$ cat config.mk
export PLATFORM = sky130hd
export DESIGN_NAME = alu_share_ctrl
export DESIGN_NICKNAME = d
export VERILOG_FILES = /design/src/rtl/alu_share_ctrl.sv
export SDC_FILE = /design/constraint.sdc
export NUM_CORES = 1
export LEC_CHECK = 0
export CAP_MARGIN = 25
export CORE_ASPECT_RATIO = 1.2
export CORE_MARGIN = 5
export CORE_UTILIZATION = 54
export CTS_CLUSTER_DIAMETER = 30
export DETAILED_ROUTE_END_ITERATION = 16
export PLACE_DENSITY = 0.88
export SYNTH_ARGS = -nofsm -noshare
export SYNTH_HDL_FRONTEND = slang
export SYNTH_SLANG_ARGS = --single-unit
$ cat constraint.sdc
create_clock -name clk -period 3.8 [get_ports clk]
set_input_delay 0.76 -clock clk [delete_from_list [all_inputs] [get_ports clk]]
set_output_delay 0.76 -clock clk [all_outputs]
set_load 0.02 [all_outputs]
$ cat src/rtl/alu_share_ctrl.sv
// Two-requester shared bitwise ALU with a round-robin grant and a response handshake.
// Each accepted operation occupies the unit for IDLE -> EXEC -> RESP before the next grant.
//
// state | meaning
// IDLE  | arbitrate pending requests, pulse ready to the winner
// EXEC  | compute the latched operation into the result register
// RESP  | hold the result on rsp_* until the consumer takes it
module alu_share_ctrl #(
    parameter int WIDTH = 16
) (
    input  logic             clk,
    input  logic             rst_n,
    input  logic             req0_valid,
    input  logic [1:0]       req0_op,
    input  logic [WIDTH-1:0] req0_a,
    input  logic [WIDTH-1:0] req0_b,
    output logic             req0_ready,
    input  logic             req1_valid,
    input  logic [1:0]       req1_op,
    input  logic [WIDTH-1:0] req1_a,
    input  logic [WIDTH-1:0] req1_b,
    output logic             req1_ready,
    output logic             rsp_valid,
    output logic             rsp_id,
    output logic [WIDTH-1:0] rsp_data,
    input  logic             rsp_ready,
    output logic             busy
);

    typedef enum logic [1:0] {
        IDLE = 2'd0,
        EXEC = 2'd1,
        RESP = 2'd2
    } state_t;

    state_t           state_q, state_d;
    logic             last_q, last_d;
    logic             id_q, id_d;
    logic [1:0]       op_q, op_d;
    logic [WIDTH-1:0] a_q, a_d;
    logic [WIDTH-1:0] b_q, b_d;
    logic [WIDTH-1:0] res_q, res_d;
    logic             gnt0, gnt1;

    always_ff @(posedge clk or negedge rst_n) begin
        if (!rst_n) begin
            state_q <= IDLE;
            last_q  <= 1'b1;
            id_q    <= 1'b0;
            op_q    <= 2'b00;
            a_q     <= '0;
            b_q     <= '0;
            res_q   <= '0;
        end else begin
            state_q <= state_d;
            last_q  <= last_d;
            id_q    <= id_d;
            op_q    <= op_d;
            a_q     <= a_d;
            b_q     <= b_d;
            res_q   <= res_d;
        end
    end

    always_comb begin
        state_d = state_q;
        last_d  = last_q;
        id_d    = id_q;
        op_d    = op_q;
        a_d     = a_q;
        b_d     = b_q;
        res_d   = res_q;
        gnt0    = 1'b0;
        gnt1    = 1'b0;
        case (state_q)
            IDLE: begin
                // rst_n gates the grant so ready stays low while reset is held.
                if (rst_n) begin
                    if (req0_valid && (!req1_valid || last_q)) begin
                        gnt0 = 1'b1;
                    end else if (req1_valid) begin
                        gnt1 = 1'b1;
                    end
                end
                if (gnt0 || gnt1) begin
                    state_d = EXEC;
                    id_d    = gnt1;
                    last_d  = gnt1;
                    op_d    = gnt1 ? req1_op : req0_op;
                    a_d     = gnt1 ? req1_a  : req0_a;
                    b_d     = gnt1 ? req1_b  : req0_b;
                end
            end
            EXEC: begin
                case (op_q)
                    2'b00:   res_d = a_q & b_q;
                    2'b01:   res_d = a_q | b_q;
                    2'b10:   res_d = a_q ^ b_q;
                    default: res_d = ~(a_q | b_q);
                endcase
                state_d = RESP;
            end
            RESP: begin
                if (rsp_ready) begin
                    state_d = IDLE;
                end
            end
            default: state_d = IDLE;
        endcase
    end

    assign req0_ready = gnt0;
    assign req1_ready = gnt1;
    assign rsp_valid  = (state_q == RESP);
    assign rsp_id     = id_q;
    assign rsp_data   = res_q;
    assign busy       = (state_q != IDLE);

endmodule

=== After elaboration in Yosys (flattened, before gate mapping) ===
Index checks and enable logic that the tools add are counted.

* Register bits after elaboration: 54
* Word-level logic and storage cells: 42
* Output and inout bits: 21

* Multiplexer cells: 16
* Equality and inequality tests: 6
* Reductions and logical operators: 9
* Bitwise operators: 4

{| class="wikitable"
|+ Operator list
! kind !! count
|-
| $pmux W16 S3 || 1
|-
| $mux W16 || 2
|-
| $and A16 B16 Y16 || 1
|-
| $not A16 Y16 || 1
|-
| $or A16 B16 Y16 || 1
|-
| $xor A16 B16 Y16 || 1
|-
| $mux W1 || 9
|-
| $mux W2 || 3
|-
| $pmux W2 S3 || 1
|-
| $eq A2 B1 Y1 const B || 2
|-
| $eq A2 B2 Y1 const B || 2
|-
| $logic_not A2 Y1 || 2
|-
| $reduce_and A2 Y1 || 2
|-
| $logic_or A1 B1 Y1 || 2
|-
| $ne A2 B1 Y1 const B || 1
|-
| $ne A2 B2 Y1 const B || 1
|-
| $reduce_bool A2 Y1 || 1
|-
| $logic_and A1 B1 Y1 || 1
|-
| $logic_not A1 Y1 || 1
|}

=== Depth between registers and ports, before layout ===
Gate-level depths: netlist (run 1).

* Word-level depth: 9
* Gate-level depth with buffers: 6
* Mapped depth without buffers: 5

=== Worst setup path after synthesis (run 1) ===
Ideal clock, no wire load.

* Path type: input to output
* From: input port rst_n
* To: output port req0_ready
* Data arrival time: 1.584 ns
* Path slack: 1.456 ns
* Required time: 3.040 ns
* Stages: 4
* Path buffers: 1
* Cell sequence: nor3b_1 buf_2 nand2_1 a21oi_1

* Longest elaborated chain between the ends: 3

{| class="wikitable"
|+ RTL lines
! what !! line !! source
|-
| start, declared || 12 || <nowiki>input logic rst_n,</nowiki>
|-
| $mux W1 || 78 || <nowiki>if (rst_n) begin</nowiki>
|-
| $mux W1 (2 in a row) || 75 || <nowiki>case (state_q)</nowiki>
|-
| end, declared || 17 || <nowiki>output logic req0_ready,</nowiki>
|}

No other way between the ends. The select of a mux whose other input is x is not followed.

=== Worst setup path in the final report (run 1) ===
* From: input port req0_valid
* To: output port req1_ready

* Longest elaborated chain between the ends: 5

{| class="wikitable"
|+ RTL lines
! what !! line !! source
|-
| start, declared || 13 || <nowiki>input logic req0_valid,</nowiki>
|-
| $logic_and A1 B1 Y1 || 79 || <nowiki>if (req0_valid && (!req1_valid || last_q)) begin</nowiki>
|-
| $mux W1 || 79 ||
|-
| $mux W1 || 78 ||
|-
| $mux W1 (2 in a row) || 75 ||
|-
| end, declared || 22 || <nowiki>output logic req1_ready,</nowiki>
|}

No other way between the ends. The select of a mux whose other input is x is not followed.

==> results.cfg, run 1 <==
[global_routing]
grt_util_all_layers = 0.2201
overflow = 0
grt_start_max_net_pins = 53
grt_pass1_wl_um = 15490
grt.met2_usage = 0.3660
antenna_found_initial = 0
grt_util_met1 = 0.2882
grt_pass1_vias = 3357
use_met3 = 0.03352
grt-busiest-layer = met2

[clocking]
clk_latency_ns = 0.31
postCtsHoldBufs = 0
ctsResizeCount = 0
cts.sinks = 54
cts_tree = yes
numCtsBuffers = 5
cts.clk_slew.worst_paths_ns = 0.10
htreeDepth = 2
post_cts_buffers = 0
clockBufferDepth = 2
root_buffer = clkbuf_8

[yosys]
ys.warnings.count = 0
synth_edf_count = 0
synth_commonest_cells = dfrtp_1, a21oi_1, inv_1, nand3_1, o21ai_0
synth_area_um2 = 3694
synth-main-ff-cell = dfrtp_1
ys_async_sr_fraction = 1.000
yosys.cell_types.count = 30
yosysMostFrequentCell = dfrtp_1
synthCells = 411
ys_seq_elements = 54
seq_area_frac_synth = 0.3662
yosysTopAreaCell = dfrtp_1
ys_top_cells_by_area = dfrtp_1, ha_1, a31oi_2
synth_nets = 516
yosys.area.top_type_share = 0.3591
syn_avg_cell_area_um2 = 8.987

[worst_setup_path]
cp_data_arrival_time_ns = 2.37
cp-start-kind = input port
cpPeakStageDelay_ns = 0.66
critPathSlowestCell = clkdlybuf4s50_1
cpMostUsedCell = clkdlybuf4s50_1
crit_chain = clkdlybuf4s50_1 > and2_1 > nor3_1 > clkdlybuf4s50_1
cp_max_fo = 5
crit_type = input port to output port
crit_required_ns = 3.04
rrSetupSlack_ns = 1.76
endpoint_kind = output port

[layout]
fin_cells = 569
area_growth_pct = 28.90
diodes = 0
fin_nets = 587
drive_above_1_share = 0.1328
design_area_um2 = 4761

[timing]
fmaxAchievable_mhz = 319.9
hold_violations = 0
min_period_over_period = 0.8226
tns_ns = 0
fin_crit_ns = 3.126
drv_slew = 0
clock_skew_ns = 0.01655
relSlewSlack = 0.3836
finalSetupViolCount = 0
max_slew.worst_pin.slew_ns = 0.9204
worst_slack_ns = 0.6740
rsz0062_at_grt = false

[floorplanning]
die_y_um = 100.6
die_w_um = 85.50
io_pins = 94
rows = 33
core_area_um2 = 6730
dieArea_um2 = 8600
initial_core_util = 0.5488

[route]
wl_um = 9260
drt-initial-drc-count = 173
firstDrtPassIters = 4
remaining_drc_errors = 0
viasPerCell = 5.849
via_count = 3328
ant_nets = 0
wl_per_cell_um = 16.27

[hold_path]
hold_class = input port to async pin

[power]
vdd_drop_max_mv = 0.4128
finalPower_uw = 3156
p_per_area_nw_per_um2 = 662.8
leakage_uw = 0.002046

[flow_run]
cap_violations = 0

[placement]
numPortBuffers = 93
pre_cts_ws_ns = 0.6817
hpwl_um = 6630
dpl.cell_count = 561
dpl_cell_area_um2 = 4621
gp_congestion = 0.8324

[outcome]
status = finished clean
critical path: cells and delay by family:
kind	cells	cell delay, ns
buffers and inverters	2	1.13
and+or+nand+nor	2	0.47
routing by layer:
metal,share of wire,up-vias
li1,-,1593
met1,0.40,1590
met2,0.51,121
met3,0.065,24
met4,0.027,0
met5,0,-
layout make-up:
| type | instances | area (µm²) |
|---|---|---|
| well taps | 87 | 108.9 |
| fillers | 494 | 1969 |
| clock buffers | 6 | 82.58 |
| multi-input cells | 285 | 2026 |
| clock inverters | 1 | 30.03 |
| inverters | 34 | 127.6 |
| flip-flops and latches | 54 | 1353 |
| repair buffers | 102 | 1033 |
placed cells by master, fill, tap and decap left out, types with 2 or more instances in the layout:
cell	n
buf_4	7
nand3_1	34
o21ai_0	34
nand2b_1	2
nor3_1	4
nor2_1	29
o31ai_1	3
clkdlybuf4s50_1	92
buf_16	2
ha_1	32
a31oi_1	19
dfrtp_1	53
nor2b_1	6
a31oi_2	29
clkbuf_8	6
a21oi_1	36
a211o_1	13
nand2_1	19
and2_1	2
inv_1	34
mux2_2	13
o21a_1	3
worst paths after layout:
kind                        startpoint           to  depth (start not counted)
min reg2reg                rsp_data[4]  rsp_data[4]                          2
max in group asynchronous        rst_n  rsp_data[9]                          2
max reg2reg                 state_q[1]      b_q[13]                          4
min in group clk           rsp_data[4]  rsp_data[4]                          2
min                              rst_n       rsp_id                          1
max                         req0_valid   req1_ready                          4
report_power, final:
part           internal, µW  total, µW  switching, µW
Combinational           812       1680            872
Clock                   211        398            187
Sequential              835       1070            238
flip-flops by register name, summed over array words and instances, names as in the netlist:
register and cells:
op_q 2, rsp_id 1, b_q 16, a_q 16, last_q 1, rsp_data 16
state_q 2
cell families (layout without fill, tap and decap cells):
logic type | count (synthesis) | count (layout) | synth area share
simple gates | 101 | 101 | 0.1267
fa+ha+maj | 32 | 32 | 0.1084
mux | 13 | 13 | 0.03963
buf+inv | 72 | 143 | 0.08740
flops | 54 | 54 | 0.3662
compound gates | 139 | 139 | 0.2717
stage by stage:
| step | hold slack, ns | utilization |
|---|---|---|
| floorplan | 0.4644 | - |
| global placement | 0.4594 | 0.6825 |
| detailed placement | 0.4674 | 0.6866 |
| CTS | 0.2310 | 0.7033 |
| global route | 0.2279 | 0.7074 |
| finish | 0.2340 | 0.7074 |
(Power assumes the default switching activity.)
==> inputs of run 2 (changes only) <==
--- a/config.mk
+++ b/config.mk
@@ -8,10 +8,10 @@
 export CAP_MARGIN = 25
 export CORE_ASPECT_RATIO = 1.2
 export CORE_MARGIN = 5
-export CORE_UTILIZATION = 54
+export CORE_UTILIZATION = 45
 export CTS_CLUSTER_DIAMETER = 30
 export DETAILED_ROUTE_END_ITERATION = 16
-export PLACE_DENSITY = 0.88
+export PLACE_DENSITY = 0.78
 export SYNTH_ARGS = -nofsm -noshare
 export SYNTH_HDL_FRONTEND = slang
 export SYNTH_SLANG_ARGS = --single-unit
==> constraint.sdc (replaced) <==
create_clock -name clk -period 2.8 [get_ports clk]
set_input_delay 0.56 -clock clk [delete_from_list [all_inputs] [get_ports clk]]
set_output_delay 0.56 -clock clk [all_outputs]
set_load 0.02 [all_outputs]
==> results.cfg, run 2 (synthesis results as in run 1) <==
[outcome]
status = finished clean

[clocking]
numCtsBuffers = 5
cts.sinks = 54
htreeDepth = 2
post_cts_buffers = 0
cts_tree = yes
postCtsHoldBufs = 0
root_buffer = clkbuf_8
ctsResizeCount = 0
cts.clk_slew.worst_paths_ns = 0.09
clk_latency_ns = 0.30
clockBufferDepth = 2

[route]
firstDrtPassIters = 4
ant_nets = 0
wl_um = 8880
drt-initial-drc-count = 188
remaining_drc_errors = 0
viasPerCell = 5.573
via_count = 3221
wl_per_cell_um = 15.36

[timing]
max_slew.worst_pin.slew_ns = 1.040
relSlewSlack = 0.3069
min_period_over_period = 0.8929
hold_violations = 0
rsz0062_at_grt = false
tns_ns = 0
clock_skew_ns = 0.01268
drv_slew = 0
fmaxAchievable_mhz = 400.0
finalSetupViolCount = 0
fin_crit_ns = 2.500

[worst_setup_path]
cp-start-kind = input port
crit_type = input port to output port
critPathSlowestCell = clkdlybuf4s50_1
crit_required_ns = 2.24
endpoint_kind = output port
cpPeakStageDelay_ns = 0.62
cpMostUsedCell = clkdlybuf4s50_1
cp_data_arrival_time_ns = 1.94
crit_chain = clkdlybuf4s50_1 > nand2_1 > a21oi_1 > clkdlybuf4s50_1
cp_max_fo = 5

[global_routing]
antenna_found_initial = 0
grt_pass1_vias = 3091
grt_util_all_layers = 0.1762
grt_start_max_net_pins = 53
overflow = 0
grt_pass1_wl_um = 14630

[placement]
hpwl_um = 6557
numPortBuffers = 93
gp_congestion = 0.8725

[layout]
fin_nets = 588
diodes = 0
area_growth_pct = 29.03
drive_above_1_share = 0.1346
layout_commonest_cell = clkdlybuf4s50_1
num-fill-cells = 684
fin_util = 0.5911
final_cell_mix = clkdlybuf4s50_1, dfrtp_1, a21oi_1

[power]
power_frac_seq = 0.354
comb_power_share = 0.519
p_sw_uw = 1689
leakage_uw = 0.002060
vdd_drop_max_mv = 0.4461
cell_internal_pwr_uw = 2485
clockPowerShare = 0.128
p_per_area_nw_per_um2 = 875.8
switching_share = 0.4047

[floorplanning]
dieArea_um2 = 10130
core_area_um2 = 8063
rows = 36
initial_core_util = 0.4581
die_y_um = 109.2
io_pins = 94
die_w_um = 92.71

[flow_run]
cap_violations = 0

[hold_path]
hold_class = input port to async pin
run 2: cell count changes in the layout (fill, tap and decap cells not counted), sizes merged:
| cell | before | now |
|---|---|---|
| buf | 10 | 11 |
| dlymetal6s2s | 0 | 1 |
| clkdlybuf4s50 | 92 | 91 |
run 2: final timing paths:
| path | slack (ns) | startpoint | cells after the start | endpoint |
|---|---|---|---|---|
| max in group asynchronous | 1.92 | rst_n | 2 | b_q[14] |
| setup / recovery | 0.30 | req0_valid | 4 | req0_ready |
| setup reg to reg | 0.80 | state_q[1] | 4 | b_q[1] |
| hold reg to reg | 0.49 | rsp_data[5] | 2 | rsp_data[5] |
| hold / removal | 0.05 | rst_n | 1 | rsp_id |
| min in group clk | 0.49 | rsp_data[5] | 2 | rsp_data[5] |
run 2: critical path, delay by kind of cell:
kind,cells,cell delay (ns)
AO/OA/AOI/OAI,1,0.13
buffers and inverters,2,1.15
AND/OR/NAND/NOR,1,0.10
run 2: area by class of cell:
cell class / count / area (µm²) / area share
multi-input combinational: 285 / 2026 / 0.4250
sequential: 54 / 1353 / 0.2838
timing repair buffer: 103 / 1028 / 0.2158
inverter: 34 / 127.6 / 0.02678
tap: 95 / 118.9 / 0.02494
clock buffer: 6 / 82.58 / 0.01733
clock inverter: 1 / 30.03 / 0.006301
run 2: through the flow:
step                setup WS (ns)  hold WS, ns  total power, µW  std cells  cell area [µm²]
floorplan                  0.8561       0.2644             2939        411             3694
global placement           0.1451       0.3701             3561        571             4651
detailed placement         0.1128       0.3712             3670        571             4651
CTS                        0.1062      0.04368             4212        578             4763
global route               0.2299      0.02782             4550        578             4766
finish                     0.2999      0.04921             4174        578             4766
run 2: power groups by stage:
stage                     sequential (µW)  clock (µW)  combinational (µW)
final                                1480         533                2160
after global routing                 1540         580                2430
after CTS                            1480         540                2190
after detailed placement             1490           0                2180
after global placement               1470           0                2090
after floorplan                      1500           0                1440
run 2: per-layer routing:
metal / vias to the layer above / routed length (µm) / track usage / share of wire
met2: 84 / 4531 / 0.3012 / 0.51
li1: 1585 / - / - / -
met4: 0 / 78 / 0.03141 / 0.0088
met3: 7 / 395 / 0.02553 / 0.044
met1: 1545 / 3874 / 0.2409 / 0.44
met5: - / 0 / 0 / 0
